[src/rtl/sc_ulpi_pkg.sv]
// Shared ULPI register-access definitions: TXCMD op codes, extended-address marker,
// the register-access FSM state type and the TXCMD encoder.
package sc_ulpi_pkg;

  localparam logic [1:0] REGW         = 2'b10;
  localparam logic [1:0] REGR         = 2'b11;
  localparam logic [5:0] EXT_REG_ADDR = 6'h2F;
  localparam logic [7:0] NOOP         = 8'h00;

  typedef enum logic [3:0] {
    S_IDLE, S_TXCMD, S_EXTADR, S_WDATA, S_STP, S_RTA, S_RDATA, S_RTB, S_WAITDIR
  } ulra_state_t;

  // 0x2F itself and everything from 0x40 up need the extra address byte.
  function automatic logic is_ext(input logic [7:0] addr);
    return (addr == {2'b00, EXT_REG_ADDR}) || (addr >= 8'h40);
  endfunction

  function automatic logic [7:0] txcmd(input logic rd, input logic [7:0] addr);
    return {rd ? REGR : REGW, is_ext(addr) ? EXT_REG_ADDR : addr[5:0]};
  endfunction

endpackage

[src/rtl/sc_scbc_ulra.sv]
// ULPI register access engine: turns ULLA_* requests into ULPI register write/read
// transactions, with PHY-preemption retry and a whole-transaction timeout.
module sc_scbc_ulra
  import sc_ulpi_pkg::*;
#(
  parameter int unsigned TIMEOUT_CYC = 1023
) (
  input  logic       ULPICLK,
  input  logic       ULPIRSTB,
  input  logic       ULLA_REQ,
  output logic       ULLA_ACK,
  output logic       ULLA_ERR,
  input  logic       ULLA_WR0RD1,
  input  logic [7:0] ULLA_ADDR,
  input  logic [7:0] ULLA_WRDATA,
  output logic [7:0] URC_DATA,
  input  logic       LINK_IDLE,
  output logic       ULLA_BUSY,
  input  logic       ULPI_DIR,
  input  logic       ULPI_NXT,
  input  logic [7:0] ULPI_DATA_I,
  output logic [7:0] ULPI_DATA_O,
  output logic       ULPI_DATA_OE,
  output logic       ULPI_STP
);

  localparam int CW = $clog2(TIMEOUT_CYC + 1);
  localparam logic [CW-1:0] CNT_MAX = CW'(TIMEOUT_CYC);

  ulra_state_t   state;
  logic [CW-1:0] cnt;
  logic          armed;
  logic          rd_q;
  logic [7:0]    addr_q;
  logic [7:0]    wrdata_q;
  logic          start;
  logic          tmo;

  assign start = (state == S_IDLE) && ULLA_REQ && armed && !ULLA_BUSY &&
                 !ULPI_DIR && LINK_IDLE;

  // Only a transaction that has not yet been acknowledged can time out.
  assign tmo = ULLA_BUSY && !ULLA_ACK && (cnt == CNT_MAX) &&
               !(state inside {S_IDLE, S_STP, S_RDATA});

  assign ULPI_DATA_OE = !ULPI_DIR && (state inside {S_TXCMD, S_EXTADR, S_WDATA, S_STP});

  always_ff @(posedge ULPICLK or negedge ULPIRSTB) begin
    if (!ULPIRSTB) begin
      state       <= S_IDLE;
      cnt         <= '0;
      armed       <= 1'b1;
      rd_q        <= 1'b0;
      addr_q      <= 8'h00;
      wrdata_q    <= 8'h00;
      ULLA_ACK    <= 1'b0;
      ULLA_ERR    <= 1'b0;
      ULLA_BUSY   <= 1'b0;
      URC_DATA    <= NOOP;
      ULPI_DATA_O <= NOOP;
      ULPI_STP    <= 1'b0;
    end else begin
      ULLA_ACK <= 1'b0;
      ULLA_ERR <= 1'b0;
      ULPI_STP <= 1'b0;
      if (!ULLA_REQ) armed <= 1'b1;
      if (ULLA_ACK) ULLA_BUSY <= 1'b0;
      if (state != S_IDLE && cnt != CNT_MAX) cnt <= cnt + 1'b1;

      if (tmo) begin
        ULLA_ACK    <= 1'b1;
        ULLA_ERR    <= 1'b1;
        ULPI_STP    <= !ULPI_DIR;
        ULPI_DATA_O <= NOOP;
        state       <= ULPI_DIR ? S_RTB : S_IDLE;
      end else begin
        case (state)
          S_IDLE: if (start) begin
            rd_q        <= ULLA_WR0RD1;
            addr_q      <= ULLA_ADDR;
            wrdata_q    <= ULLA_WRDATA;
            cnt         <= '0;
            armed       <= 1'b0;
            ULLA_BUSY   <= 1'b1;
            ULPI_DATA_O <= txcmd(ULLA_WR0RD1, ULLA_ADDR);
            state       <= S_TXCMD;
          end
          S_TXCMD: begin
            if (ULPI_DIR) begin
              ULPI_DATA_O <= NOOP;
              state       <= S_WAITDIR;
            end else if (ULPI_NXT) begin
              if (is_ext(addr_q)) begin
                ULPI_DATA_O <= addr_q;
                state       <= S_EXTADR;
              end else begin
                ULPI_DATA_O <= rd_q ? NOOP : wrdata_q;
                state       <= rd_q ? S_RTA : S_WDATA;
              end
            end
          end
          S_EXTADR: begin
            if (ULPI_DIR) begin
              ULPI_DATA_O <= NOOP;
              state       <= S_WAITDIR;
            end else if (ULPI_NXT) begin
              ULPI_DATA_O <= rd_q ? NOOP : wrdata_q;
              state       <= rd_q ? S_RTA : S_WDATA;
            end
          end
          S_WDATA: begin
            if (ULPI_DIR) begin
              ULPI_DATA_O <= NOOP;
              state       <= S_WAITDIR;
            end else if (ULPI_NXT) begin
              ULPI_DATA_O <= NOOP;
              ULPI_STP    <= 1'b1;
              ULLA_ACK    <= 1'b1;
              state       <= S_STP;
            end
          end
          S_STP:   state <= S_IDLE;
          S_RTA:   if (ULPI_DIR) state <= S_RDATA;
          S_RDATA: begin
            URC_DATA <= ULPI_DATA_I;
            ULLA_ACK <= 1'b1;
            state    <= S_RTB;
          end
          S_RTB:   if (!ULPI_DIR) state <= S_IDLE;
          // The PHY preempted us; replay the whole latched request once it lets go.
          S_WAITDIR: if (!ULPI_DIR) begin
            ULPI_DATA_O <= txcmd(rd_q, addr_q);
            state       <= S_TXCMD;
          end
          default: state <= S_IDLE;
        endcase
      end
    end
  end

endmodule
[config.mk]
export PLATFORM = sky130hd
export DESIGN_NAME = sc_scbc_ulra
export DESIGN_NICKNAME = d
export VERILOG_FILES = /design/src/rtl/sc_ulpi_pkg.sv /design/src/rtl/sc_scbc_ulra.sv
export SDC_FILE = /design/constraint.sdc
export NUM_CORES = 1
export LEC_CHECK = 0
export BUFFER_PORTS_ARGS = -buffer_cell sky130_fd_sc_hd__buf_4
export CORE_ASPECT_RATIO = 1.25
export CORE_UTILIZATION = 50
export DETAILED_ROUTE_END_ITERATION = 10
export PLACE_DENSITY = 0.77
export SLEW_MARGIN = 20
export SYNTH_ARGS = -nofsm -noshare
export SYNTH_HDL_FRONTEND = slang
export SYNTH_SLANG_ARGS = --single-unit
[constraint.sdc]
create_clock -name ULPICLK -period 3.65 [get_ports ULPICLK]
set_input_delay 0.5475 -clock ULPICLK [delete_from_list [all_inputs] [get_ports ULPICLK]]
set_output_delay 0.5475 -clock ULPICLK [all_outputs]
set_load 0.02 [all_outputs]
### Yosys cells after proc, flatten, opt, wreduce, memory -nomap -nowiden

Index checks and enable logic that the tools add are counted.

* register bits: 52
* ROM bits: 0
* output and inout bits: 21
* RAM bits: 0
* word-level logic and storage cells: 110
* latch bits: 0
* memories kept: 0

* eq/ne operators: 19
* shifts and indexed selects: 0
* div/mod/pow operators: 0
* magnitude comparators: 2
* $add $sub $neg: 1
* bitwise operators: 1
* multiply operators: 0
* muxes and demuxes: 50
* reductions and logical operators: 25

Operator list (count)
* $mux W8: 11
* $mux W4: 11
* $mux W10: 4
* $pmux W8 S5: 1
* $pmux W4 S8: 1
* $eq A4 B3 Y1 const B: 4
* $eq A8 B6 Y1 const B: 2
* $ge A8 B7 Y1 const B: 2
* $mux W1: 16
* $mux W6: 2
* $ne A3 B3 Y1 const B: 4
* $ne A4 B4 Y1 const B: 3
* $add A10 B1 Y10 const B: 1
* $eq A10 B10 Y1 const B: 1
* $logic_and A1 B1 Y1: 10
* $ne A10 B10 Y1 const B: 1
* $mux W3: 3
* $eq A4 B2 Y1 const B: 2
* $reduce_bool A4 Y1: 2
* $reduce_and A7 Y1: 1
* $reduce_and A6 Y1: 1
* $reduce_bool A6 Y1: 1
* $eq A4 B1 Y1 const B: 1
* $eq A4 B4 Y1 const B: 1
* other kinds (8): 12

### Depth between registers and ports, before layout

* word-level depth: 9
* depth in mapped cells: 7

### Least setup slack after synthesis

Ideal clock, no wire load.

* path kind: register to register
* start: register cnt[0]
* end: register state[1]
* cell stages (with the launch flop): 7
* buffers on the path: 0
* clock period less this slack: 1.927 ns
* data required time: 3.525 ns
* data arrival time: 1.803 ns
* slack: 1.723 ns
* path through: dfrtp_1 > ha_1 > nand4_1 > a2111oi_4 > o21ai_1 > a21oi_2 > mux2_2

* longest elaborated chain between the ends: 5
* elaborated cells between the ends (all ways): 12

RTL lines
* start: declaration: RTL line sc_scbc_ulra.sv:31 `logic [CW-1:0] cnt;`
* start signal: assignment: RTL line sc_scbc_ulra.sv:68 `if (state != S_IDLE && cnt != CNT_MAX) cnt <= cnt + 1'b1;`
* $eq A10 B10 Y1 (*): RTL line sc_scbc_ulra.sv:43 `assign tmo = ULLA_BUSY && !ULLA_ACK && (cnt == CNT_MAX) &&`
* $logic_and A1 B1 Y1 (*) (2 in a row): RTL line sc_scbc_ulra.sv:43
* $ne A4 B4 Y1 (no source line) or $ne A3 B3 Y1 (tied branches)
* $reduce_and A7 Y1 (no source line)
* end signal: assignment: RTL line sc_scbc_ulra.sv:75 `state <= ULPI_DIR ? S_RTB : S_IDLE;`
* end signal: assignment: RTL line sc_scbc_ulra.sv:98 `state <= rd_q ? S_RTA : S_WDATA;`
* end signal: assignment: RTL line sc_scbc_ulra.sv:108 `state <= rd_q ? S_RTA : S_WDATA;`
* end: declaration: RTL line sc_scbc_ulra.sv:30 `ulra_state_t state;`

Mark *: on every way between the ends. The rest lies on a longest branch, timed or not.
A chain may end at the register's enable or synchronous reset.

### Worst setup path in the final report

* start: register state[1]
* end: register rd_q

* longest elaborated chain between the ends: 7
* elaborated cells between the ends (all ways): 13

RTL lines
* parallel branches: the longest is 6 deep, another holds $eq A4 B3 Y1
* $reduce_and A3 Y1 (no source line) (*)
* end signal: assignment: RTL line sc_scbc_ulra.sv:53 `rd_q <= 1'b0;`
* end signal: assignment: RTL line sc_scbc_ulra.sv:79 `rd_q <= ULLA_WR0RD1;`
* end: declaration: RTL line sc_scbc_ulra.sv:33 `logic rd_q;`

Mark *: on every way between the ends.

==> reports/results.ini <==
[run_status]
status = finished, final reports clean

[sta]
rsz0062_at_grt = false
fin_crit_sh = 0.664
hold_viol_final = 0
skew_ps = 11.6
tightest_slew_ps = 764
slew_headroom = 0.491
final-setup-viol-count = 0
period_minus_slack_ps = 2420
slew_violations = 0
fmax_ghz = 0.413
setup_tns_ps = 0

[detailed_routing]
dr.first_iter.drc_count = 169
ant_nets = 0
drt_pass1_iterations = 4
vias = 2286
drt-total-wl_um = 6080
vias_per_cell = 5.88
wl_per_cell_um = 15.6
drc = 0

[worst_setup_path]
path_class = flop to flop
worstPathMaxFanout = 20
required_ps = 3850
critPathArrivalTime_ps = 2620
worstSetupStartpointType = flop
end_kind = flop

[synthesis]
synth.most_common_cell = dfrtp_1
synth.area.top_cells = dfrtp_1 (46%), mux2_2 (8.8%), nand2_1 (4.0%)
synth_top_area_share = 0.456
post-synth-top-area-cell = dfrtp_1
yosys_warnings = 0
synth_nets = 310
syn_area_sq_mm = 0.00280
ys_async_sr_fraction = 1.00
ys_seq_elements = 52
yosysSeqAreaShare = 0.465
synth.distinct_cells = 56
synth_top_cells_by_count = dfrtp_1 (51), nand2_1 (30), mux2_2 (22)
ys.flop_type = dfrtp_1
synthCells = 278
syn_area_per_cell_sq_um = 10.1
synth-edff-count = 0

[power]
ir_drop_mv = 0.394
fin_total_pwr_uw = 2800
p_per_area_mw_per_mm2 = 843
p_leak_uw = 0.00146

[clock_network]
clockBufferDepth = 2
cts-root-buf = clkbuf_8
post_cts_resize_count = 0
cts.sinks = 52
post_cts_buffers = 0
clk_pin_slew_worst_paths_ps = 100
cts_tree = built
h-tree-depth = 2
cts_buffers = 5
clkLatencyLatePin_ps = 310
holdBufCountCts = 0

[layout]
final_nets = 356
antenna_cells = 0
area_growth_pct = 18.4
drive_above_1_share = 0.289
nFillCells = 478
postLayoutCellArea_sq_mm = 0.00332

[die]
initial_utilization = 0.518
dieArea_sq_mm = 0.00591
die_h_um = 85.7
rows = 30
boundaryPins = 52
coreArea_sq_mm = 0.00541
die_w_um = 69.0

[placement]
portBuffers = 51
dpl-instance-area_sq_mm = 0.00322
gp_congestion = 0.893
post-dp-hpwl_um = 4570

[grt]
grt_overflow = 0
grt_pass1_vias = 2220
grt_max_degree = 53
track_usage = 0.231
grt_pass1_wl_um = 10200
antenna_found_initial = 0

[worst_hold_path]
hold_class = input pin to async pin

[run]
maxCapViolCount = 0

-- final timing paths --
kind                                 startpoint  slack, ps                         end  cells past startpoint
min reg2reg                     armed$_DFF_PN1_        470             armed$_DFF_PN1_                      2
max                        state[1]$_DFFE_PN0P_       1230            rd_q$_DFFE_PN0P_                      4
max in group asynchronous              ULPIRSTB       2970  ULPI_DATA_O[4]$_DFFE_PN0P_                      1
max reg2reg                state[1]$_DFFE_PN0P_       1230            rd_q$_DFFE_PN0P_                      4
min                                    ULPIRSTB        250          ULLA_ACK$_DFF_PN0_                      1
min in group ULPICLK                   ULLA_REQ        380             armed$_DFF_PN1_                      2
-- critical path: stages, from the launching register on --
cell and delay [ps]:
dfrtp_1 590, nor4_2 590, and2_1 710, buf_4 320
o21ai_0 90
-- state kept, by name, summed over array words and instances, names as in the netlist, 4 cells and up --
register	flops
addr_q	8
state	4
ULPI_DATA_O	8
cnt	10
URC_DATA	8
wrdata_q	8
-- stage by stage --
| step | std cells | setup slack [ps] | hold WS [ps] | utilization |
|---|---|---|---|---|
| after floorplan | 278 | 1720 | 252 | - |
| after global placement | 381 | 1190 | 452 | 0.597 |
| after detailed placement | 381 | 1230 | 455 | 0.597 |
| after CTS | 389 | 1220 | 287 | 0.613 |
| after global routing | 389 | 1060 | 318 | 0.613 |
| final | 389 | 1230 | 254 | 0.613 |
-- final cells by class --
cell class                      count  area, sq um  area share
Clock buffer                        5         68.8      0.0208
Clock inverter                      3         22.5     0.00679
Tap cell                           64         80.1      0.0242
Multi-Input combinational cell    203         1410       0.425
Sequential cell                    52         1300       0.393
Inverter                            9         33.8      0.0102
Timing Repair Buffer               53          398       0.120
-- cells by family (layout without fill, tap and decap cells) --
family	count (synthesis)	in the layout	synth area share
xor gates and xnor gates	10	10	0.0313
adders and majority gates	1	1	0.00447
and+or+nand+nor	94	94	0.174
muxes	26	26	0.103
DFF	52	52	0.465
buffers and inverters	23	70	0.0339
AOI/OAI and AO/OA	72	72	0.188
-- cell usage in the layout, fill, tap and decap left out, types with 2 or more instances in the layout --
cell       count
clkbuf_8       5
mux2i_1        3
buf_4         53
nor3_1         4
a31oi_1        3
o221a_2        2
o21ai_1        6
nand2b_1       5
nor2_1        21
and4_1         2
nand2_1       30
a221oi_1       2
nand4_1        7
a311oi_1       2
dfrtp_1       51
nand3b_1       2
nand3_1        5
a2bb2oi_1      2
o21ai_0       17
a21oi_1       10
and2_1         4
nor3b_1        2
o31ai_1        3
mux2_2        22
nand4b_1       2
xor2_1         7
inv_1          8
a22o_1         3
a211oi_1       5
o21a_1         4
xnor2_1        3
o41ai_1        2
a2111oi_4      2
-- metal layers --
metal  vias up  wire length (um)  global-route usage
met4         0               148              0.0891
met1      1096              2590               0.306
met2        67              3040               0.368
li1       1111                 -                   -
met3        12               300              0.0439
met5         -                 0                   0
-- power by group --
part | total (uW) | leakage, uW | internal (uW) | switching [uW]
Sequential | 1110 | 0.000653 | 826 | 284
Clock | 337 | 0.0000485 | 138 | 199
Combinational | 1350 | 0.000759 | 631 | 718
(Power assumes the default switching activity.)
